**src/rtl/tx_enc_8b10b.sv**
```systemverilog
// tx_enc_8b10b: four-octet-per-clock IEEE 8b/10b encoder with running disparity chained across slots
module tx_enc_8b10b (
  input  logic            CLK,
  input  logic            RST_n,
  input  logic            EN,
  input  logic [3:0][7:0] DI,
  input  logic [3:0]      KI,
  output logic [3:0][9:0] DO,
  output logic            RD,
  output logic [3:0]      K_ERR
);
  // RD- variants written abcdei / fghj with a (resp. f) as the MSB
  localparam logic [5:0] t6 [32] = '{
    6'b100111, 6'b011101, 6'b101101, 6'b110001, 6'b110101, 6'b101001, 6'b011001, 6'b111000,
    6'b111001, 6'b100101, 6'b010101, 6'b110100, 6'b001101, 6'b101100, 6'b011100, 6'b010111,
    6'b011011, 6'b100011, 6'b010011, 6'b110010, 6'b001011, 6'b101010, 6'b011010, 6'b111010,
    6'b110011, 6'b100110, 6'b010110, 6'b110110, 6'b001110, 6'b101110, 6'b011110, 6'b101011};
  localparam logic [3:0] t4d [8] = '{4'b1011, 4'b1001, 4'b0101, 4'b1100, 4'b1101, 4'b1010, 4'b0110, 4'b1110};
  localparam logic [3:0] t4k [8] = '{4'b1011, 4'b0110, 4'b1010, 4'b1100, 4'b1101, 4'b0101, 4'b1001, 4'b0111};
  function automatic logic [11:0] enc(input logic [7:0] d, input logic k, input logic rd);
    logic [4:0] x;
    logic [2:0] y;
    logic k28, kv, u6, r6, a7, u4;
    logic [5:0] c6, o6, s6;
    logic [3:0] c4, o4, s4;
    x = d[4:0];
    y = d[7:5];
    k28 = k && x == 5'd28;
    kv = k28 || (k && y == 3'd7 && x inside {5'd23, 5'd27, 5'd29, 5'd30});
    c6 = k28 ? 6'b001111 : t6[x];
    u6 = $countones(c6) != 3;
    o6 = (rd && (u6 || x == 5'd7)) ? ~c6 : c6;
    r6 = rd ^ u6;
    a7 = kv || (!r6 && x inside {5'd17, 5'd18, 5'd20}) || (r6 && x inside {5'd11, 5'd13, 5'd14});
    c4 = y == 3'd7 ? (a7 ? 4'b0111 : 4'b1110) : k28 ? t4k[y] : t4d[y];
    u4 = $countones(c4) != 2;
    o4 = (r6 && (u4 || k28 || y == 3'd3)) ? ~c4 : c4;
    s6 = {<<{o6}};
    s4 = {<<{o4}};
    return {k & ~kv, r6 ^ u4, s4, s6};
  endfunction
  logic [3:0][9:0] do_nx;
  logic [3:0]      kerr_nx;
  logic            rd_t;
  always_comb begin
    rd_t = RD;
    for (int i = 0; i < 4; i++) {kerr_nx[i], rd_t, do_nx[i]} = enc(DI[i], KI[i], rd_t);
  end
  always_ff @(posedge CLK or negedge RST_n)
    if (!RST_n) begin
      DO <= '0;
      RD <= 1'b0;
      K_ERR <= '0;
    end else if (EN) begin
      DO <= do_nx;
      RD <= rd_t;
      K_ERR <= kerr_nx;
    end
endmodule

```
**config.mk**
```make
export PLATFORM = sky130hd
export DESIGN_NAME = tx_enc_8b10b
export DESIGN_NICKNAME = d
export VERILOG_FILES = /design/src/rtl/tx_enc_8b10b.sv
export SDC_FILE = /design/constraint.sdc
export NUM_CORES = 1
export LEC_CHECK = 0
export CORE_UTILIZATION = 40
export DETAILED_ROUTE_END_ITERATION = 8
export SYNTH_ARGS = -nofsm -noshare
export SYNTH_HDL_FRONTEND = slang
export SYNTH_SLANG_ARGS = --single-unit
```
**constraint.sdc**
```tcl
create_clock -name CLK -period 13.2 [get_ports CLK]
set_input_delay 1.32 -clock CLK [delete_from_list [all_inputs] [get_ports CLK]]
set_output_delay 1.32 -clock CLK [all_outputs]
set_load 0.1 [all_outputs]
```
==> metrics.csv <==
metric,value,unit
status,"complete, but fails checks",
failing checks,setup timing,
initial antenna violation count,0,
Clock Skew,4.046,ps
Post-DRT Antenna Nets,0,
"EDFF count, synth",0,
drt pass-1 iters,4,
syn_area_per_cell,8.272,um2
"most common cell after layout, fill and taps aside",clkdlybuf4s50_1,
slew margin rel.,32.39,%
Worst-Margin Slew,1011,ps
die area,13170,um2
Worst Path Arrival,13850,ps
critical path launch point type,input pin,
endpoints failing hold,0,
endpoint class of the critical path,flop,
RR Endpoint,DO[36],
Synth cell types,61,
Die Span Y,114.8,um
max-slew violation count,0,
vias per std cell,5.258,
Leak,2.987,nW
RR Startpoint,RD,
synth top area cells,"dfrtp_1 (22%), ha_1 (9.3%), fa_1 (6.3%)",
Worst Hold End,DO[4],
cell taking the most area after synthesis,dfrtp_1,
Initial DRC Count,304,
vias in the first global route,4505,
worst reg2reg path depth,43,
Critical Path Start,DI[0],
R2R Setup Slk,3130,ps
CP max-delay cell,fa_1,
Overflow after GRT,0,
met1 Track Usage GR,27.26,%
first-pass GRT wire length,21.50,mm
met3 Use GR,2.056,%
peak supply drop,0.1268,mV
CTS tree,done,
final setup TNS,-1512,ps
Via Count,4795,
non-filler cells in the finished layout,912,
final setup violation count,4,
I/O pins,84,
Max Freq,73.20,MHz
Mapped Area,5087,um2
Post-Syn Instances,615,
share of layout cells above drive strength 1,23.25,%
GRT Max-Usage Layer,met2,
top_reg_cell synth,dfrtp_1,
H-Tree Depth,2,
Core Region,12210,um2
clk buf depth,2,
fillers,1140,
Worst Slack Setup Final,-461.6,ps
CTS root buffer,clkbuf_16,
WL final,13.12,mm
worst min path class,reg2reg,
Sink Count,45,
RSZ-0062 raised after global routing,true,
Die X,114.8,um
Inst Count DP,882,
Tmin final,13660,ps
Synth top area share,22.13,%
Clock Pin Slew Worst Setup and Hold Paths,70,ps
Post-DP HPWL,9.796,mm
Yosys Warn Count,0,
hold depth,1,
DR WL/cell,14.39,um
hold_sp,DO[4],
Std-Cell Rows,40,
CTS Buf Count,5,
global-route usage over all layers,20.09,%
fin nets,836,
Clock Latency Late Sink,290,ps
storage element area,1126,um2
GPL Wtd Cong,0.8625,
Post-synth ARST share,100.0,%
most frequent cells in the layout,"clkdlybuf4s50_1 (77), buf_4 (70), nor2_1 (63)",
Worst Path Max Fanout,4,
largest net degree at the start of global routing,71,
routing usage on met2,35.07,%
"Period Utilization, post-route",103.5,%
post-synthesis net count,708,
Area Growth Syn to Fin,38.32,%
number of port buffers,83,
PwrDens,280.7,nW/um2
DRC,0,
hold_buf cts,0,
"Seq/Total Area, Yosys",22.13,%
crit-path max cell delay,530,ps
WP data required,13390,ps
Final Util,57.62,%
max_cap viols,0,
CP dominant cell by count,fa_1,
antenna cells,0,
CP Class,in2reg,
number of synthesized register bits,45,
Starting Density,41.66,%
area of the multi-input gates,3974,um2
worst max-delay path: cells and delay by family:
kind                     cells  cell delay [ps]
AO/OA/AOI/OAI                7             1110
buffers and inverters        9              970
adder cells (fa/ha/maj)     15             4610
AND/OR/NAND/NOR             13             2450
multiplexers                 5             1610
XOR/XNOR                     8             1770
cell usage after synthesis (3+ instances only):
library cell / n
nor3_1: 7
a21oi_1: 50
and4_1: 3
dfrtp_1: 45
xnor2_1: 34
nand3b_1: 7
nand3_1: 11
fa_1: 16
nand2b_1: 8
xor2_1: 21
nor2_1: 65
nor4b_1: 3
and3_1: 4
nor3b_1: 4
a31oi_1: 16
a221oi_1: 3
mux4_2: 3
o21ai_0: 37
a21o_1: 5
ha_1: 38
mux2i_1: 11
buf_1: 5
a211oi_1: 6
a2111oi_0: 3
nor2b_1: 10
nand4_1: 6
nand2_1: 53
inv_1: 39
mux2_2: 27
clkbuf_1: 32
sequential cells by signal, indices dropped and copies added (netlist names):
register,count
RD,1
DO,40
K_ERR,4
report_power, final:
part	internal, mW	switching, mW
Combinational	0.633	0.962
Clock	0.0704	0.0586
Sequential	0.212	0.0381
Total	0.916	1.06
per-stage QoR:
step	area [um2]	hold slack (ps)	setup slack (ps)	total power, mW
floorplan	5308	962.5	-665.7	1.387
global placement	6594	485.2	-938.6	1.726
detailed placement	6594	494.8	-1298	1.755
CTS	6947	510.3	-415.0	1.964
global route	7037	516.0	-1059	2.093
finish	7037	505.9	-461.6	1.975
worst max-delay path by stage:
| stage | endpoint | cells past startpoint |
|---|---|---|
| floorplan | DO[36] | 54 |
| detailed placement | DO[36] | 57 |
| finish | DO[36] | 57 |
| global placement | DO[36] | 56 |
| global route | DO[36] | 58 |
| CTS | DO[36] | 56 |
timing repair:
action	CTS	global route
setup endpoints to repair	5	5
cloned	1	0
pin swaps	20	19
resized for setup	37	6
buffers inserted	13	8
cell type report:
type	count	share of cell area, %
Timing Repair Buffer	158	20.36
Multi-Input combinational cell	494	56.47
Sequential cell	45	16.00
Clock inverter	2	0.2134
Tap cell	168	2.987
Inverter	39	2.134
Clock buffer	6	1.831
cell families (layout without fill, tap and decap cells):
group,count (synthesis),in the layout,synth area share [%]
AOI/OAI and AO/OA,147,147,17.41
xor gates and xnor gates,58,58,10.82
adders and majority gates,54,54,15.64
buffers and inverters,76,205,5.608
DFF,45,45,22.13
muxes,42,42,9.764
and+or+nand+nor,193,193,18.62
per-layer routing:
metal,wire (um),vias to the layer above
li1,-,2388
met1,6206,2293
met2,6464,107
met3,374,7
met4,79,0
met5,0,-
(Power assumes the default switching activity.)
